--- src/rtl/sd_decimator.sv ---
// sd_decimator: maps a 3-bit sigma-delta bitstream to a +/-1 sum and decimates it with a 2nd-order CIC.
// Build macro SD_DECIM_HOLD_EN: on overrun keep the held sample (oldest-wins) instead of overwriting it.
module sd_decimator #(
    parameter int BITWIDTH = 32,
    parameter int DECIM = 64,
    parameter int CNTW = 16
) (
    input  logic                clk,
    input  logic                reset,
    input  logic [2:0]          sd_in,
    input  logic                in_valid,
    input  logic                clr_overrun,
    output logic [BITWIDTH-1:0] sample_out,
    output logic                out_valid,
    input  logic                out_ready,
    output logic                overrun,
    output logic [CNTW-1:0]     phase
);
`ifdef SD_DECIM_HOLD_EN
    localparam bit HOLD = 1'b1;
`else
    localparam bit HOLD = 1'b0;
`endif
    typedef enum logic {EMPTY, FULL} state_t;
    state_t state, state_nx;
    logic [1:0] ones;
    logic [BITWIDTH-1:0] x, int1, int2, int2_nx, s_d, c1, c1_d, c2;
    logic ev, load, set_ov;
    // Input mapping, comb stage arithmetic and output-stage decisions
    always_comb begin
        ones = {1'b0, sd_in[0]} + {1'b0, sd_in[1]} + {1'b0, sd_in[2]};
        x = BITWIDTH'(3) - BITWIDTH'({ones, 1'b0});
        int2_nx = int2 + int1;
        c1 = int2_nx - s_d;
        c2 = c1 - c1_d;
        ev = in_valid && (phase == CNTW'(DECIM - 1));
        set_ov = ev && state == FULL && !out_ready;
        load = ev && (state == EMPTY || out_ready || !HOLD);
        state_nx = ev ? FULL : (state == FULL && out_ready) ? EMPTY : state;
    end
    // Integrators, phase counter and comb delays advance on accepted inputs
    always_ff @(posedge clk) begin
        if (!reset) begin
            int1 <= '0;
            int2 <= '0;
            s_d <= '0;
            c1_d <= '0;
            phase <= '0;
        end else if (in_valid) begin
            int1 <= int1 + x;
            int2 <= int2_nx;
            phase <= ev ? '0 : phase + CNTW'(1);
            if (ev) begin
                s_d <= int2_nx;
                c1_d <= c1;
            end
        end
    end
    // Output holding register, state and sticky overrun flag (set beats clear)
    always_ff @(posedge clk) begin
        if (!reset) begin
            state <= EMPTY;
            sample_out <= '0;
            overrun <= 1'b0;
        end else begin
            state <= state_nx;
            if (load) sample_out <= c2;
            overrun <= set_ov ? 1'b1 : clr_overrun ? 1'b0 : overrun;
        end
    end
    assign out_valid = (state == FULL);
endmodule

--- config.mk ---
export PLATFORM = sky130hd
export DESIGN_NAME = sd_decimator
export DESIGN_NICKNAME = d
export VERILOG_FILES = /design/src/rtl/sd_decimator.sv
export SDC_FILE = /design/constraint.sdc
export NUM_CORES = 1
export LEC_CHECK = 0
export CAP_MARGIN = 20
export CELL_PAD_IN_SITES_DETAIL_PLACEMENT = 1
export CELL_PAD_IN_SITES_GLOBAL_PLACEMENT = 2
export CORE_UTILIZATION = 37
export CTS_CLUSTER_SIZE = 20
export DETAILED_ROUTE_END_ITERATION = 8
export GPL_TIMING_DRIVEN = 0
export PLACE_DENSITY = 0.93
export SLEW_MARGIN = 40
export SYNTH_ARGS = -nofsm -noshare
export SYNTH_HDL_FRONTEND = slang
export SYNTH_SLANG_ARGS = --single-unit
--- constraint.sdc ---
create_clock -name clk -period 6.75 [get_ports clk]
set_clock_uncertainty 0.1 [all_clocks]
set_input_delay 0.675 -clock clk [delete_from_list [all_inputs] [get_ports clk]]
set_output_delay 0.675 -clock clk [all_outputs]
set_load 0.01 [all_outputs]
==> results of run 1 <==
[critical path, delay by kind of cell (launching register included)]
kind | cells | cell delay [ps]
compound gates | 14 | 2690
simple gates | 9 | 1520
fa+ha+maj | 4 | 1250
xor+xnor | 3 | 500
flops | 1 | 370
buf+inv | 1 | 120
[cells in the final DEF, fill, tap and decap left out, types with 46 or more instances in the layout]
cell type                         synthesis  final
sky130_fd_sc_hd__xor2_1                  46     46
sky130_fd_sc_hd__dfxtp_1                178    177
sky130_fd_sc_hd__ha_1                   124    122
sky130_fd_sc_hd__nor2_1                 136    135
sky130_fd_sc_hd__inv_1                  103    103
sky130_fd_sc_hd__clkbuf_1                53     50
sky130_fd_sc_hd__a21oi_1                183    179
sky130_fd_sc_hd__clkdlybuf4s50_1          0     56
sky130_fd_sc_hd__nand2_1                233    232
sky130_fd_sc_hd__a21o_1                  53     53
sky130_fd_sc_hd__o21ai_0                 63     60
sky130_fd_sc_hd__xnor2_1                 67     63
[final cells by class]
type / instances / area (µm²)
Multi-Input combinational cell: 1272 / 8450
Fill cell: 4132 / 18400
Buffer: 63 / 246
Clock inverter: 11 / 106
Clock buffer: 20 / 457
Timing Repair Buffer: 75 / 703
Tap cell: 442 / 553
Inverter: 103 / 387
Sequential cell: 178 / 3570
[worst min-delay path by stage]
stage	startpoint	endpoint	slack [ps]	cells past startpoint
finish	sample_out[9]	sample_out[9]	350	2
global route	sample_out[20]	sample_out[20]	370	2
CTS	sample_out[20]	sample_out[20]	350	2
detailed placement	sample_out[20]	sample_out[20]	340	2
global placement	sample_out[10]	sample_out[10]	340	2
floorplan	s_d[21]	s_d[21]	330	2
[Yosys cell counts (18+ instances only)]
master                       n
sky130_fd_sc_hd__nand2_1   233
sky130_fd_sc_hd__a21oi_1   183
sky130_fd_sc_hd__dfxtp_1   178
sky130_fd_sc_hd__nor2_1    136
sky130_fd_sc_hd__ha_1      124
sky130_fd_sc_hd__inv_1     103
sky130_fd_sc_hd__xnor2_1    67
sky130_fd_sc_hd__o21ai_0    63
sky130_fd_sc_hd__a21o_1     53
sky130_fd_sc_hd__clkbuf_1   53
sky130_fd_sc_hd__xor2_1     46
sky130_fd_sc_hd__nand3_1    42
sky130_fd_sc_hd__mux2i_1    40
sky130_fd_sc_hd__a211oi_1   29
sky130_fd_sc_hd__nor3_1     28
sky130_fd_sc_hd__a31oi_1    19
sky130_fd_sc_hd__o21bai_1   18
[routing by layer]
metal / wire length (µm) / track usage, % / vias to the layer above
met3: 952 / 2.68 / 49
met1: 17700 / 28.1 / 5628
li1: - / - / 5857
met2: 18600 / 39.8 / 133
met5: 0 / 0 / -
met4: 920 / 7.11 / 0
[sequential cells by signal (all words and copies together), names as in the netlist]
signal and cells:
s_d 32, sample_out 32, c1_d 32, int2 32
phase 16, out_valid 1, int1 32, overrun 1
[power by group through the flow]
| stage | Combinational [mW] | Clock, mW | Sequential, mW |
|---|---|---|---|
| after global placement | 3.89 | 0 | 1.20 |
| after CTS | 4.15 | 0.993 | 1.18 |
| final | 4.34 | 0.982 | 1.18 |
| after global routing | 4.82 | 1.04 | 1.19 |
| after detailed placement | 4.01 | 0 | 1.20 |
| after floorplan | 3.20 | 0 | 1.18 |
[through the flow]
step / hold slack [ps] / util, % / instances / setup slack (ps)
floorplan: 332 / - / 1616 / 687
global placement: 339 / 41.4 / 2114 / -227
detailed placement: 344 / 41.4 / 2114 / -446
CTS: 353 / 43.4 / 2152 / 8.19
global route: 372 / 44.0 / 2164 / -183
finish: 348 / 44.0 / 2164 / 128
[logic make-up after synthesis]
| family | share of synthesized area [%] |
|---|---|
| AO/OA/AOI/OAI | 22.6 |
| XOR/XNOR | 8.23 |
| adder cells (fa/ha/maj) | 13.2 |
| buffers and inverters | 5.01 |
| flip-flops | 28.5 |
| multiplexers | 3.20 |
| AND/OR/NAND/NOR | 19.3 |
[timing repair]
action,4_1_cts,5_1_grt
buffers inserted,7,12
setup endpoints to repair,2,7
resized for setup,7,24
pin swaps,6,21
==> results.toml, run 1 <==
[sta]
slew_headroom_pct = 40.1
setup_violations = 0
fin_tns_setup_ps = 0
achievable_freq_ghz = 0.151
timing_hold_violations_final = 0
final.min_clock_period_ps = 6620
report.final.slew_viol_count = 0
layout_worst_path_cycle_share_pct = 98.1
tightestPinTransition_ps = 898

[cells_and_area]
insertedDiodeCount = 0
area_growth_syn_to_layout_pct = 15.8
finalInstanceArea_um2 = 14500
post_route_cells_drive_above_1_share_pct = 6.21
final_net_count = 1847

[synth]
synth_cell_type_count = 71
yosysWarningCount = 0
ys_dominant_reg_cell = "sky130_fd_sc_hd__dfxtp_1"
post-synth-top-area-fraction_pct = 28.5
syn_avg_cell_area_um2 = 7.73
synth.yosys.seq_area_share_pct = 28.5
synth-edff-count = 0
cell_count_after_synthesis = 1616
async_flop_share_pct = 0
netlist.top_cell.by_area = "sky130_fd_sc_hd__dfxtp_1"
synth.ff_latch_count = 178
synth_fp_nets = 1753
synth_area_um2 = 12500
ranking_of_synthesized_cells_by_area = "sky130_fd_sc_hd__dfxtp_1, sky130_fd_sc_hd__ha_1, sky130_fd_sc_hd__a21oi_1, sky130_fd_sc_hd__nand2_1, sky130_fd_sc_hd__xnor2_1"

[floorplanning]
initial_core_util_pct = 38.0
placement_rows = 66
top_level_ports = 58
fp.dieArea_um2 = 34500
die_y_um = 186
die_w_um = 186
coreArea_um2 = 32900

[global_routing]
gr-total-overflow = 0
antenna_found_initial = 0
global_route_wire_length_before_repair_um = 61200
grt_start_max_net_pins = 32
vias_in_the_first_global_route = 11982
groute.usage.overall_pct = 22.5

[cts]
cts-buffers-inserted = 17
cts.clk_slew.worst_paths_ps = 70
ctsLongestPathBuffers = 2
clock_tree.root_cell = "sky130_fd_sc_hd__clkbuf_16"
cts_tree = "yes"
clkSinkCount = 178
htreeDepth = 4
number_of_buffers_added_to_fix_hold_violations_after_cts = 0
clock_latency_reported_for_the_late_side_of_the_worst_skew_pair_ps = 440

[pwr]
portion_of_total_power_attributed_to_the_clock_network_pct = 15.1
power.density_cell_area_nw_per_um2 = 450
finalPower_mw = 6.51
p_leak_nw = 5.78
vdd_ir_drop_max_v = 0.000194
seq_power_share_pct = 18.1
swShare_pct = 45.5
combinationalPowerShare_pct = 66.8
power_report.internal_total_mw = 3.55
net-switching-power_mw = 2.96

[setup_path]
crit_required_ps = 7010
timing.critical_path.to = "sample_out[31]"
ff2ff_setup_slack_ps = 130
crit_path_max_fanout = 5
critPathMaxStageDelay_ps = 390
reg2reg_depth = 31
reg2reg_from = "int1[0]"
timing.rr.end = "sample_out[31]"
start_kind = "flip-flop"
timing.critical_path.slowest_stage_cell = "sky130_fd_sc_hd__fa_2"
arrival_ps = 6880
critical_path_class = "flip-flop to flip-flop"
worstSetupStartpoint = "int1[0]"
setup.worst_path.end_class = "flip-flop"

[outcome]
run_status = "complete, no violations"

[route]
routed-via-count = 11667
drt_pre_antenna_iters = 4
drt_wl_total_um = 38200
avgViaCountPerCell = 5.39
average_wire_per_cell_in_the_routed_design_um = 17.6
drt.antenna.violating_nets = 0
remaining_drc_errors = 0
drtIter0Drc = 529

[place]
finalWeightedCongestion = 0.891
port_buffers = 56
dpl.hpwl_um = 29100
place_area_um2 = 13600

[worst_hold_path]
worstHoldPathType = "flip-flop to flip-flop"

[flow_run]
drv_cap = 0
Note: power is estimated with default switching activity, not from simulation.
==> inputs of run 2 (changes only) <==
CAP_MARGIN = 10   (was 20)
==> results of run 2 <==
No change in the layout: final DEF, timing and power equal those of run 1.
==> inputs of run 3 (changes only) <==
HOLD_SLACK_MARGIN = 0.03   (was not set)
==> results of run 3 <==
No change in the layout: final DEF, timing and power equal those of run 1.
==> patch 1, RTL diff (flow settings as in run 3) <==
Change the parameter `DECIM` from 64 to 48.
--- a/src/rtl/sd_decimator.sv
+++ b/src/rtl/sd_decimator.sv
@@ -2,7 +2,7 @@
 // Build macro SD_DECIM_HOLD_EN: on overrun keep the held sample (oldest-wins) instead of overwriting it.
 module sd_decimator #(
     parameter int BITWIDTH = 32,
-    parameter int DECIM = 64,
+    parameter int DECIM = 48,
     parameter int CNTW = 16
 ) (
     input  logic                clk,
Check against the original RTL: no difference found for any inputs over 10 cycles, from zero or initial values and one cycle with reset low; that may be too few to reach the edited logic, so the function may still have changed.
==> patch 1 against run 3 <==
Sequential cell count stayed put; worst setup slack gained 290 ps; wire length down 3.1%; global-route usage down 0.95 points; sequential power hardly changed; cell area up 0.42%; power increased by 3.1%; area after synthesis rose by 1.2%; core utilization fell by 0.80 points; non-clock buffer count fell by 16; synthesized cell count hardly changed; critical path depth increased by 1; critical path type unchanged; critical endpoint is now sample_out[28]$_SDFFE_PN0P_.
==> patch 1: results (changes against run 3) <==
metric,value,unit,change
CP arrival,6600,ps,-280 ps
# fillers,4109,,-0.56%
reg2reg end,sample_out[28]$_SDFFE_PN0P_,,
Placed Area,13800,um2,+1.1%
Seq pwr share,17.6,%,-0.5 points
r2r setup slk,420,ps,+290 ps
Synth top cells by count,"nand2_1 (201), a21oi_1 (180), dfxtp_1 (178)",,
First DRT Iteration DRCs,466,,-12%
Synth area leaders,"dfxtp_1 (28%), ha_1 (12%), a21oi_1 (7.1%)",,
Post-DP HPWL,28800,um,-1.1%
Multi-In Gates,1267,,-0.39%
outcome,completed,,
Layout area overhead,14.9,%,
register area,3560,um2,about the same
Placement Setup Slack,-38.0,ps,+408 ps
M2 GR Usage,37.7,%,-2.1 points
Multi-input gate area,8510,um2,+0.76%
highest cell delay on the worst timing path,420,ps,+30 ps
Vias,11600,,-0.46%
Adder-Cell Fraction of Synth Area,13.1,%,-0.15 points
mux share of post-synthesis cell area,3.48,%,+0.28 points
Metal-1 WL,17500,um,-1.0%
Yosys top cell area share,28.2,%,-0.32 points
wire length on met3,950,um,-0.21%
first-pass GRT wire length,61100,um,about the same
slew margin rel.,41.7,%,+1.5 points
Data buffer area share,5.99,%,-0.57 points
metal2 WL,17900,um,-3.8%
drt total wl,37000,um,-3.1%
layout cells sized above 1,5.16,%,-1.1 points
Buffers on Ports,55,,-1.8%
-- patch 1: changes by cell type after synthesis, moves of 6 or more --
cell     delta
nand2_1    -32
nor3_1     -16
xnor2_1    +10
and3_1      +8
o21a_1      +7
xor2_1      -7
buf_1       -6
o21ai_0     +6
-- patch 1: worst max path at each step --
stage	startpoint	to	slack, ps	cells after the start
final	int1[0]$_SDFFE_PN0P_	sample_out[28]$_SDFFE_PN0P_	420	32
after global routing	int1[1]$_SDFFE_PN0P_	sample_out[31]$_SDFFE_PN0P_	4	29
after CTS	int1[0]$_SDFFE_PN0P_	sample_out[30]$_SDFFE_PN0P_	40	32
after detailed placement	int1[0]$_SDFFE_PN0P_	sample_out[30]$_SDFFE_PN0P_	-40	32
after global placement	int1[0]$_SDFFE_PN0P_	sample_out[30]$_SDFFE_PN0P_	150	32
after floorplan	int1[0]$_SDFFE_PN0P_	sample_out[31]$_SDFFE_PN0P_	1100	30
==> patch 2, RTL diff (flow settings as in run 3) <==
Without the edit above. Make the reset (`reset`) asynchronous in 2 clocked blocks.
--- a/src/rtl/sd_decimator.sv
+++ b/src/rtl/sd_decimator.sv
@@ -39,7 +39,7 @@
         state_nx = ev ? FULL : (state == FULL && out_ready) ? EMPTY : state;
     end
     // Integrators, phase counter and comb delays advance on accepted inputs
-    always_ff @(posedge clk) begin
+    always_ff @(posedge clk or negedge reset) begin
         if (!reset) begin
             int1 <= '0;
             int2 <= '0;
@@ -57,7 +57,7 @@
         end
     end
     // Output holding register, state and sticky overrun flag (set beats clear)
-    always_ff @(posedge clk) begin
+    always_ff @(posedge clk or negedge reset) begin
         if (!reset) begin
             state <= EMPTY;
             sample_out <= '0;
Behaviour: differs if reset is asserted again (counterexample within 4 cycles, from zero or initial values and one cycle with reset low); with reset held inactive, the same outputs for 10 cycles.
==> patch 2 against run 3 <==
Wire length shrank 18%; synthesized cell count down 18%; worst setup slack lost 130 ps; non-clock buffer count decreased by 8; critical endpoint is now sample_out[31]$_DFFE_PN0P_; area after synthesis shrank 1.5%; core utilization up 1.1 points; first-iteration DRC count shrank 28%; cell area grew 1.8%; maximum frequency down 1.9%; sequential cell count is the same; via count is 15% lower.
Power is left out: the tool's default activity adds up to more than one toggle a clock period on the data nets, which glitch-free logic cannot reach.
==> patch 2: results (changes against run 3) <==
metric,value,unit,change
Avg Inst Size Synth,9.29,um2,+20%
CTS root buffer,clkbuf_16,,
mux share of post-synthesis cell area,5.92,%,+2.7 points
1st-pass router iterations,5,,+1
Worst Setup EP,sample_out[31]$_DFFE_PN0P_,,
Placement Setup Slack,-966,ps,-520 ps
CP max FO,4,,-1
clock buffer depth,2,,unchanged
Adder-Cell Fraction of Synth Area,13.4,%,+0.20 points
yosys warns,0,,unchanged
crit-path leading delay family,compound AO/OA/AOI/OAI gates,,
initial antenna violation count,0,,unchanged
Post-DP HPWL,23100,um,-21%
First DRT Iteration DRCs,381,,-28%
number of diodes,0,,unchanged
Post-Syn Nets,1463,,-17%
Synth top cells by count,"dfrtp_1 (178), nand2_1 (138), o21ai_0 (125)",,
post-synthesis sequential area ratio,36.2,%,+7.7 points
Worst Reg2Reg Path Length in Cells,31,,unchanged
CTS Buf Count,17,,unchanged
r2r setup slk,3,ps,-130 ps
Placed Cells,1827,,-14%
Buffers on Ports,57,,+1.8%
first-pass GRT wire length,52000,um,-15%
clk slew on worst S/H paths,60,ps,
outcome,completed,,
layout cells sized above 1,14.1,%,+7.9 points
Post-synth top flop,dfrtp_1,,
drt total wl,31400,um,-18%
"FFs w/ async S/R, synth",100,%,+100 points
highest cell delay on the worst timing path,510,ps,+120 ps
# fillers,3730,,-9.7%
Vias,9952,,-15%
via-per-instance ratio,5.24,,-2.7%
reg2reg end,sample_out[31]$_DFFE_PN0P_,,
measured slew at the worst slew-check pin,791,ps,-107 ps
Final #Nets,1581,,-14%
Total GRT Usage,18.9,%,-3.5 points
reg2reg start,int2[0]$_DFFE_PN0P_,,
Hold WS,70.0,ps,-278 ps
CP arrival,6930,ps,+50 ps
CP Launch Type,flip-flop,,
Placed Area,13500,um2,-0.91%
Hold/Removal Path Class,input pin to async pin,,
GPL Wtd Cong,0.801,,-10%
Synth Area in Compound Gates,19.8,%,-2.8 points
largest net degree at the start of global routing,68,,+110%
min Tclk post-route,6750,ps,+125 ps
xor/xnor share of the synthesized area,9.39,%,+1.2 points
Synth area leaders,"dfrtp_1 (36%), ha_1 (13%), xnor2_1 (6.1%)",,
H-tree depth,4,,unchanged
Clock Latency Late Sink,440,ps,about the same
CP max stage cell,or4_1,,
Unique masters post-synth,62,,-13%
patch 2: cell count changes after synthesis, moves of 16 or more:
cell / run 3 / this run
a211oi_1: 29 / 12
a21oi_1: 183 / 91
clkbuf_1: 53 / 27
dfrtp_1: 0 / 178
dfxtp_1: 178 / 0
mux2_2: 0 / 63
mux2i_1: 40 / 2
nand2_1: 233 / 138
nand3_1: 42 / 21
nor2_1: 136 / 57
nor3_1: 28 / 12
o21ai_0: 63 / 125
xnor2_1: 67 / 86
patch 2: worst reg2reg max path: cells and delay by family, from the launching register on:
family,cells,cell delay (ps)
xor gates and xnor gates,4,680
DFF,1,380
and+or+nand+nor,3,920
adders and majority gates,4,1030
AOI/OAI and AO/OA,20,3490
patch 2: cell type report:
type	instances	area (um2)	share of cell area [%]
sequential	178	4460	30.2
multi-input combinational	1020	7720	52.4
timing repair buffer	100	938	6.37
buffer	30	114	0.773
clock buffer	22	484	3.29
clock inverter	9	105	0.713
tap	442	553	3.75
inverter	97	364	2.47
patch 2: kinds of logic (layout without fill, tap and decap cells):
family | count (synthesis) | in the layout
compound gates | 388 | 388
simple gates | 306 | 306
mux | 65 | 65
flops | 178 | 178
buf+inv | 128 | 258
xor+xnor | 132 | 132
fa+ha+maj | 129 | 129
patch 2: per-layer routing:
layer / GRT usage [%] / share of wire, %
met1: 23.7 / 46
met2: 33.3 / 50
met3: 2.27 / 1.6
met4: 6.80 / 2.6
met5: 0 / 0
patch 2: repair_timing:
item,CTS,global route
pin swaps,21,32
endpoints found under the hold margin,0,0
gates resized for setup,35,36
setup buffers,19,22
endpoints found under the setup margin,11,7
